`config.mk`:
```
export PLATFORM = sky130hd
export DESIGN_NAME = uart_tx_arbiter_flat
export DESIGN_NICKNAME = d
export VERILOG_FILES = /design/src/rtl/uart_pkg.sv /design/src/rtl/uart_tx_arbiter_if.sv /design/src/rtl/uart_tx_arbiter_baud_tick_gen.sv /design/src/rtl/uart_tx_arbiter.sv /design/src/flat_wrapper.sv
export SDC_FILE = /design/constraint.sdc
export NUM_CORES = 1
export LEC_CHECK = 0
export ABC_AREA = 0
export CELL_PAD_IN_SITES_DETAIL_PLACEMENT = 0
export CELL_PAD_IN_SITES_GLOBAL_PLACEMENT = 1
export CORE_MARGIN = 3
export CORE_UTILIZATION = 35
export CTS_CLUSTER_DIAMETER = 40
export DETAILED_ROUTE_END_ITERATION = 16
export MAX_ROUTING_LAYER = met4
export PLACE_DENSITY = 0.76
export SLEW_MARGIN = 20
export SYNTH_ARGS = -nofsm -noshare
export SYNTH_HDL_FRONTEND = slang
export SYNTH_SLANG_ARGS = --single-unit
```
`constraint.sdc`:
```
create_clock -name clk -period 2.2 [get_ports clk]
set_clock_uncertainty 0.05 [all_clocks]
set_input_delay 0.66 -clock clk [delete_from_list [all_inputs] [get_ports clk]]
set_output_delay 0.66 -clock clk [all_outputs]
set_load 0.1 [all_outputs]
```
`src/rtl/uart_pkg.sv`:
```
// Shared UART definitions: line-state encoding, idle line level and the default bit period.
package uart_pkg;

    typedef enum logic [1:0] {
        IDLE,
        START,
        DATA,
        STOP
    } uart_state_e;

    localparam int   CLKS_PER_BIT_115200 = 868;
    localparam logic UART_IDLE_LEVEL     = 1'b1;

endpackage

```
`src/rtl/uart_tx_arbiter_if.sv`:
```
// Requester-side bus of the shared UART transmitter: per-requester req/data/ack plus line status.
interface uart_tx_arbiter_if #(
    parameter int NUM_REQ = 2,
    parameter int DATA_W  = 8
);
    logic [NUM_REQ-1:0]        req;
    logic [NUM_REQ*DATA_W-1:0] data;
    logic [NUM_REQ-1:0]        ack;
    logic [2:0]                grant_id;
    logic                      busy;
    logic                      tx;

    modport master (output req, data, input ack, grant_id, busy, tx);
    modport slave  (input req, data, output ack, grant_id, busy, tx);
endinterface

```
`src/rtl/uart_tx_arbiter_baud_tick_gen.sv`:
```
// Bit timer: tick marks the last cycle of every CLKS_PER_BIT-cycle bit period.
// Latency: first tick CLKS_PER_BIT cycles after restart; no backpressure, restart wins over counting.
module baud_tick_gen #(
    parameter int CLKS_PER_BIT = 868,
    parameter int CNT_W        = 10
) (
    input  logic clk,
    input  logic rst,
    input  logic restart,
    output logic tick
);
    logic [CNT_W-1:0] cnt_q, cnt_d;

    assign tick = (cnt_q == CNT_W'(CLKS_PER_BIT - 1));

    always_comb begin
        cnt_d = cnt_q + CNT_W'(1);
        if (restart || tick) begin
            cnt_d = '0;
        end
    end

    always_ff @(posedge clk or posedge rst) begin
        if (rst) begin
            cnt_q <= '0;
        end else begin
            cnt_q <= cnt_d;
        end
    end
endmodule

```
`src/rtl/uart_tx_arbiter.sv`:
```
// Round-robin arbiter plus start/data/stop serializer sharing one UART TX line.
// Latency: ack and busy one edge after a request is seen in IDLE; frame (DATA_W+2)*CLKS_PER_BIT cycles.
// Backpressure: requesters hold req/data until ack; requests are ignored while busy.
module uart_tx_arbiter
    import uart_pkg::*;
#(
    parameter int NUM_REQ      = 2,
    parameter int DATA_W       = 8,
    parameter int CLKS_PER_BIT = CLKS_PER_BIT_115200,
    parameter int BAUD_CNT_W   = 10
) (
    input  logic             clk,
    input  logic             rst,
    uart_tx_arbiter_if.slave bus
);
    localparam int IDX_W = (DATA_W > 1) ? $clog2(DATA_W) : 1;

    uart_state_e        state_q, state_d;
    logic [DATA_W-1:0]  shreg_q, shreg_d;
    logic [IDX_W-1:0]   bit_idx_q, bit_idx_d;
    logic [NUM_REQ-1:0] ack_q, ack_d;
    logic [2:0]         grant_q, grant_d;
    logic [2:0]         rr_q, rr_d;
    logic               busy_q, busy_d;

    logic                 restart;
    logic                 tick;
    logic [2*NUM_REQ-1:0] req_rot;
    logic [3:0]           win_sum;
    logic                 win_vld;
    logic [2:0]           win_idx;
    logic [2:0]           rr_next;
    logic [DATA_W-1:0]    win_data;

    baud_tick_gen #(
        .CLKS_PER_BIT (CLKS_PER_BIT),
        .CNT_W        (BAUD_CNT_W)
    ) u_baud (
        .clk     (clk),
        .rst     (rst),
        .restart (restart),
        .tick    (tick)
    );

    // Rotate so bit 0 is the requester at rr_q; the lowest set bit is the winner.
    always_comb begin
        req_rot = {bus.req, bus.req} >> rr_q;
        win_vld = 1'b0;
        win_sum = {1'b0, rr_q};
        for (int k = NUM_REQ - 1; k >= 0; k--) begin
            if (req_rot[k]) begin
                win_vld = 1'b1;
                win_sum = {1'b0, rr_q} + 4'(k);
            end
        end
        if (win_sum >= 4'(NUM_REQ)) begin
            win_sum = win_sum - 4'(NUM_REQ);
        end
        win_idx = win_sum[2:0];
        rr_next = ((4'(win_idx) + 4'd1) >= 4'(NUM_REQ)) ? 3'd0 : win_idx + 3'd1;

        win_data = '0;
        for (int i = 0; i < NUM_REQ; i++) begin
            if (3'(i) == win_idx) begin
                win_data = bus.data[i*DATA_W +: DATA_W];
            end
        end
    end

    always_comb begin
        state_d   = state_q;
        shreg_d   = shreg_q;
        bit_idx_d = bit_idx_q;
        ack_d     = '0;
        grant_d   = grant_q;
        rr_d      = rr_q;
        busy_d    = busy_q;
        restart   = 1'b0;

        case (state_q)
            IDLE: begin
                if (win_vld) begin
                    for (int i = 0; i < NUM_REQ; i++) begin
                        ack_d[i] = (3'(i) == win_idx);
                    end
                    shreg_d   = win_data;
                    grant_d   = win_idx;
                    rr_d      = rr_next;
                    busy_d    = 1'b1;
                    restart   = 1'b1;
                    bit_idx_d = '0;
                    state_d   = START;
                end
            end
            START: begin
                if (tick) begin
                    state_d = DATA;
                end
            end
            DATA: begin
                if (tick) begin
                    shreg_d = shreg_q >> 1;
                    if (bit_idx_q == IDX_W'(DATA_W - 1)) begin
                        state_d = STOP;
                    end else begin
                        bit_idx_d = bit_idx_q + IDX_W'(1);
                    end
                end
            end
            STOP: begin
                if (tick) begin
                    busy_d  = 1'b0;
                    state_d = IDLE;
                end
            end
            default: begin
                state_d = IDLE;
            end
        endcase
    end

    always_ff @(posedge clk or posedge rst) begin
        if (rst) begin
            state_q   <= IDLE;
            shreg_q   <= '0;
            bit_idx_q <= '0;
            ack_q     <= '0;
            grant_q   <= '0;
            rr_q      <= '0;
            busy_q    <= 1'b0;
        end else begin
            state_q   <= state_d;
            shreg_q   <= shreg_d;
            bit_idx_q <= bit_idx_d;
            ack_q     <= ack_d;
            grant_q   <= grant_d;
            rr_q      <= rr_d;
            busy_q    <= busy_d;
        end
    end

    // Line level decodes straight from registered state, so reset forces idle-high at once.
    assign bus.tx = (state_q == START) ? ~UART_IDLE_LEVEL :
                    (state_q == DATA)  ? shreg_q[0]       : UART_IDLE_LEVEL;

    assign bus.ack      = ack_q;
    assign bus.grant_id = grant_q;
    assign bus.busy     = busy_q;
endmodule

```
`src/flat_wrapper.sv`:
```
// flat-port wrapper written by rule: the top's interface ports become plain ports
module uart_tx_arbiter_flat import uart_pkg::*;
#(
    parameter int NUM_REQ      = 2,
    parameter int DATA_W       = 8,
    parameter int CLKS_PER_BIT = CLKS_PER_BIT_115200,
    parameter int BAUD_CNT_W   = 10
)
  (clk, rst, bus_req, bus_data, bus_ack, bus_grant_id, bus_busy, bus_tx);
  uart_tx_arbiter_if #(.NUM_REQ(NUM_REQ), .DATA_W(DATA_W)) bus_i ();
  input  logic clk;
  input  logic rst;
  input wire logic [$bits(bus_i.req)-1:0] bus_req;
  input wire logic [$bits(bus_i.data)-1:0] bus_data;
  output wire logic [$bits(bus_i.ack)-1:0] bus_ack;
  output wire logic [$bits(bus_i.grant_id)-1:0] bus_grant_id;
  output wire logic [$bits(bus_i.busy)-1:0] bus_busy;
  output wire logic [$bits(bus_i.tx)-1:0] bus_tx;
  assign bus_i.req = bus_req;
  assign bus_i.data = bus_data;
  assign bus_ack = bus_i.ack;
  assign bus_grant_id = bus_i.grant_id;
  assign bus_busy = bus_i.busy;
  assign bus_tx = bus_i.tx;
  uart_tx_arbiter #(.NUM_REQ(NUM_REQ), .DATA_W(DATA_W), .CLKS_PER_BIT(CLKS_PER_BIT), .BAUD_CNT_W(BAUD_CNT_W)) u_core (.clk(clk), .rst(rst), .bus(bus_i));
endmodule
```
; ---- Word level (Yosys, flattened, before mapping)
; Cells that the tools add are included.
; W data, S select, Z words.
[totals]
ff_bits = 32
in_bits = 20
output_inout_bits = 7
word_cells = 70
[op_classes]
add_sub_neg = 6
magnitude_cmp = 2
n_eq_ne = 12
shifts = 1
muxes = 31
reduce_logical = 10
[op_table]
columns = operator, n
row1 = $mux W8, 4
row2 = $pmux W8 S2, 1
row3 = $mux W3, 5
row4 = $mux W2, 7
row5 = $add A10 B1 Y10 const B, 1
row6 = $eq A10 B10 Y1 const B, 1
row7 = $mux W10, 1
row8 = $add A3 B1 Y4 const B, 2
row9 = $ge A4 B2 Y1 const B, 2
row10 = $mux W1, 8
row11 = $mux W4, 2
row12 = $ne A2 B2 Y1 const B, 4
row13 = $pmux W2 S4, 1
row14 = $add A3 B1 Y3 const B, 2
row15 = $pmux W3 S2, 1
row16 = $reduce_and A3 Y1, 2
row17 = $reduce_and A5 Y1, 1
row18 = $eq A2 B2 Y1 const B, 2
row19 = $ne A2 B1 Y1 const B, 2
row20 = $reduce_and A4 Y1, 1
row21 = $reduce_bool A2 Y1, 2
row22 = $shr A4 B3 Y2, 1
row23 = $eq A1 B3 Y1 const A, 1
row24 = $eq A3 B3 Y1 const B, 1
row25 = other kinds (7), 7

; ---- Logic depth before layout (Yosys ltp)
[logic_depth]
depth_word = 10
depth_mapped = 10

; ---- Modules after synthesis
; From an unflattened synthesis, not the netlist that was laid out.
[unflattened]
cells_unflattened = 193
area_unflattened_um2 = 1865.5
[modules_own_cells]
columns = module, n_inst, cells_each, area_each_um2, seq_area_each_um2
row1 = uart_tx_arbiter, 1, 136, 1296.2, 550.5
row2 = baud_tick_gen, 1, 57, 569.3, 250.2

; ---- Worst setup path before layout
; Ideal clock, no wire load.
[synth_path]
path_kind = register to output
start = register u_core.state_q[0]
end = output bus_tx
arrival_time_ns = 2.367
required_ns = 1.490
slack_ns = -0.877
path_stages_with_launch = 5
n_path_buf = 1
cell_sequence = dfrtp_1 -> inv_1 -> ha_1 -> clkbuf_1 -> a21oi_1
[synth_between]
elab_chain_cells = 3
elab_cells_between_ends = 4
cone_classes = 2 x eq/ne / 2 x mux
[synth_lines]
columns = item, line
row1 = "start, declared", uart_tx_arbiter.sv:18  ; uart_state_e state_q, state_d;
row2 = "start signal, assigned", uart_tx_arbiter.sv:132  ; state_q <= state_d;
row3 = $eq A2 B2 Y1, uart_tx_arbiter.sv:144  ; (state_q == DATA) ? shreg_q[0] : UART_IDLE_LEVEL;
row4 = $mux W1, uart_tx_arbiter.sv:144
row5 = $mux W1 (*), uart_tx_arbiter.sv:143  ; assign bus.tx = (state_q == START) ? ~UART_IDLE_LEVEL :
row6 = "end, declared", flat_wrapper.sv:18  ; output wire logic [$bits(bus_i.tx)-1:0] bus_tx;
; Every way passes the cells marked *; elsewhere a longest branch is shown, timed or not.

; ---- Worst setup path after layout
[layout_path]
start = register u_core.state_q[1]
end = output bus_tx
; Same word-level chain as after synthesis.

==> results.py <==
metrics = {
    "outcome": {
        "status": "complete, no violations",
    },
    "setup_path": {
        "reg2reg_depth": 9,
        "worstPathCellList": "inv_1, ha_1, a21oi_4, buf_12",
        "critPathKind": "reg -> out",
        "crit_required_ps": 1490,
        "path_depth": 4,
        "critical-path-top-delay-family": "flip-flops",
        "worstPathArrival_ps": 1360,
        "crit_fanout": 4,
        "critical_path.max_stage_delay_ps": 410,
        "start_kind": "register",
        "endpoint_kind": "primary output",
        "endpoint": "bus_tx",
        "crit_path_top_delay_cell": "dfrtp_1",
        "rr_startpoint": "u_core.rr_q[1]",
        "crit_start": "u_core.state_q[1]",
        "r2r_slack_ps": 200,
        "r2r_end": "u_core.rr_q[0]",
        "path_buf_inv": 2,
    },
    "cts": {
        "worstSkewPairLatency_ps": 280,
        "cts_tree": "done",
        "cts_buffers": 5,
        "hold_buffers": 0,
        "clock-sinks": 32,
        "cts_setup_buffers": 0,
        "cts_root_buf": "clkbuf_8",
        "cts.path.max_buffers": 2,
        "cts.clk_slew.worst_paths_ps": 70,
        "h-tree-depth": 2,
    },
    "global_route": {
        "overflow": 0,
        "antenna_found_initial": 0,
        "grt_start_max_net_pins": 33,
        "grt_pass1_vias": 1438,
        "grt_pass1_wl_microns": 6690,
        "track_usage": 0.139,
    },
    "sta": {
        "slew_headroom": 0.727,
        "rsz0062_at_grt": "false",
        "fmax_mhz": 484,
        "finalHoldViolCount": 0,
        "finalWorstSetupSlack_ps": 133,
        "whs_ps": 445,
        "finalCriticalPeriod_ps": 2070,
        "drv_slew": 0,
        "setup_viol": 0,
        "period_share": 0.940,
        "worst_pin_slew_ps": 409,
    },
    "layout": {
        "final_cells": 303,
        "n_antenna_cell": 0,
        "mostFrequentLayoutCells": "32 x dfrtp_1, 21 x buf_4, 17 x nand2_1, 17 x clkdlybuf4s50_1",
        "area_growth_pct": 34.2,
        "design_area_sq_um": 2500,
        "final_common_cell": "dfrtp_1",
        "filler_cell_count": 485,
        "final_nets": 266,
        "drive_gt1_frac": 0.263,
    },
    "yosys": {
        "ys_types": 39,
        "syn_area_sq_um": 1860,
        "syn_inst": 189,
        "yosysSeqAreaShare": 0.430,
        "syn_avg_cell_area_sq_um": 9.86,
        "ys.flop_type": "dfrtp_1",
        "syn_nets": 220,
        "ys_async_sr_fraction": 1.00,
        "synth-edff-count": 0,
        "yosysWarnings": 0,
        "synth-seq-cells": 32,
    },
    "pwr": {
        "powerDensity_nw_per_um2": 460,
        "irDropWorstVdd_mv": 0.261,
        "power.leakage_nw": 1.10,
        "p_total_mw": 1.15,
    },
    "drt": {
        "wl_microns": 3820,
        "firstDrtPassIters": 4,
        "drc": 0,
        "drt_iter0_drc": 73,
        "ant_nets": 0,
        "post_drt_wl_per_cell_microns": 12.6,
        "vias": 1441,
        "detail_route.vias_per_cell": 4.76,
    },
    "placed_design": {
        "place.port_buffers": 26,
        "dp_hpwl_microns": 2880,
        "routabilityCongestion": 0.783,
        "pre_cts_ws_ps": -575,
        "place_area_sq_um": 2380,
        "placed_cells": 295,
    },
    "min_path": {
        "hold_depth": 1,
        "min_path_type": "reg -> reg",
    },
    "die": {
        "floorplan.rows": 25,
        "start_util": 0.377,
        "die_area_sq_um": 6240,
        "core_sq_um": 4940,
        "die_w_microns": 79.0,
        "pin_count": 27,
        "dieHeight_microns": 79.0,
    },
    "run": {
        "cap_violations": 0,
    },
}
==> cells by family (layout without fill, tap and decap cells) <==
| logic type | Yosys count | after routing | synth area share |
|---|---|---|---|
| flip-flops | 32 | 32 | 0.430 |
| buffers and inverters | 21 | 68 | 0.0463 |
| AND/OR/NAND/NOR | 72 | 72 | 0.207 |
| adder cells (fa/ha/maj) | 11 | 11 | 0.0738 |
| multiplexers | 9 | 9 | 0.0698 |
| XOR/XNOR | 9 | 9 | 0.0423 |
| AO/OA/AOI/OAI | 35 | 35 | 0.131 |
==> timing repair <==
action | 4_1_cts | 5_1_grt
endpoints found under the setup margin | 9 | 9
gates resized for setup | 6 | 7
pin swaps | 3 | 4
==> cell usage after synthesis (3+ instances only) <==
master     n  share of area
a31oi_1    8          0.027
and2_1    13          0.044
clkbuf_1   5          0.010
dfrtp_1   32           0.43
ha_1      11          0.074
inv_1     15          0.030
mux2_4     8          0.064
nand2_1   17          0.034
nand2b_1   3          0.010
nand3_1    8          0.021
nor2_1    13          0.026
nor3_1     4          0.011
o21ai_0   12          0.032
o31ai_1    3          0.012
xnor2_1    7          0.033
==> registers in the layout (all words and copies together), names as in the netlist <==
register and cells:
u_core.rr_q 3, u_core.bus.busy 1, u_core.bus.grant_id 3, u_core.bus.ack 2
u_core.u_baud.cnt_q 10, u_core.bit_idx_q 3, u_core.state_q 2, u_core.shreg_q 8
==> how the worst min path moves through the flow <==
stage                                       from                      to  slack [ps]
after floorplan           u_core.u_baud.cnt_q[0]  u_core.u_baud.cnt_q[0]         400
after global placement    u_core.u_baud.cnt_q[0]  u_core.u_baud.cnt_q[0]         430
after detailed placement  u_core.u_baud.cnt_q[0]  u_core.u_baud.cnt_q[0]         430
after CTS                 u_core.u_baud.cnt_q[0]  u_core.u_baud.cnt_q[0]         440
after global routing      u_core.u_baud.cnt_q[0]  u_core.u_baud.cnt_q[0]         460
final                     u_core.u_baud.cnt_q[0]  u_core.u_baud.cnt_q[0]         440
==> where the power goes <==
| group | leakage [nW] | internal (mW) | switching (mW) |
|---|---|---|---|
| logic | 0.637 | 0.0509 | 0.0403 |
| clock network | 0.0510 | 0.250 | 0.221 |
| registers | 0.407 | 0.588 | 0 |
==> metrics by stage <==
| stage | utilization | setup TNS [ps] |
|---|---|---|
| final | 0.506 | 0 |
| after global routing | 0.506 | 0 |
| after CTS | 0.503 | 0 |
| after detailed placement | 0.482 | -4810 |
| after global placement | 0.482 | -4500 |
| after floorplan | - | -19.7 |
==> layer usage <==
layer / routed length (microns) / vias up / GRT usage / part of all wire
li1: - / 746 / - / -
met1: 2040 / 662 / 0.198 / 0.53
met2: 1590 / 28 / 0.193 / 0.41
met3: 138 / 5 / 0.0295 / 0.036
met4: 56 / 0 / 0.0515 / 0.015
met5: 0 / - / - / 0
==> area by class of cell <==
class                           instances  area (sq um)  share of cell area
Timing Repair Buffer                   45           445               0.178
Multi-Input combinational cell        136          1020               0.409
Clock buffer                            6          82.6              0.0330
Sequential cell                        32           801               0.320
Clock inverter                          2          10.0             0.00400
Inverter                               15          56.3              0.0225
Tap cell                               67          83.8              0.0335
Note: power is estimated with default switching activity, not from simulation.
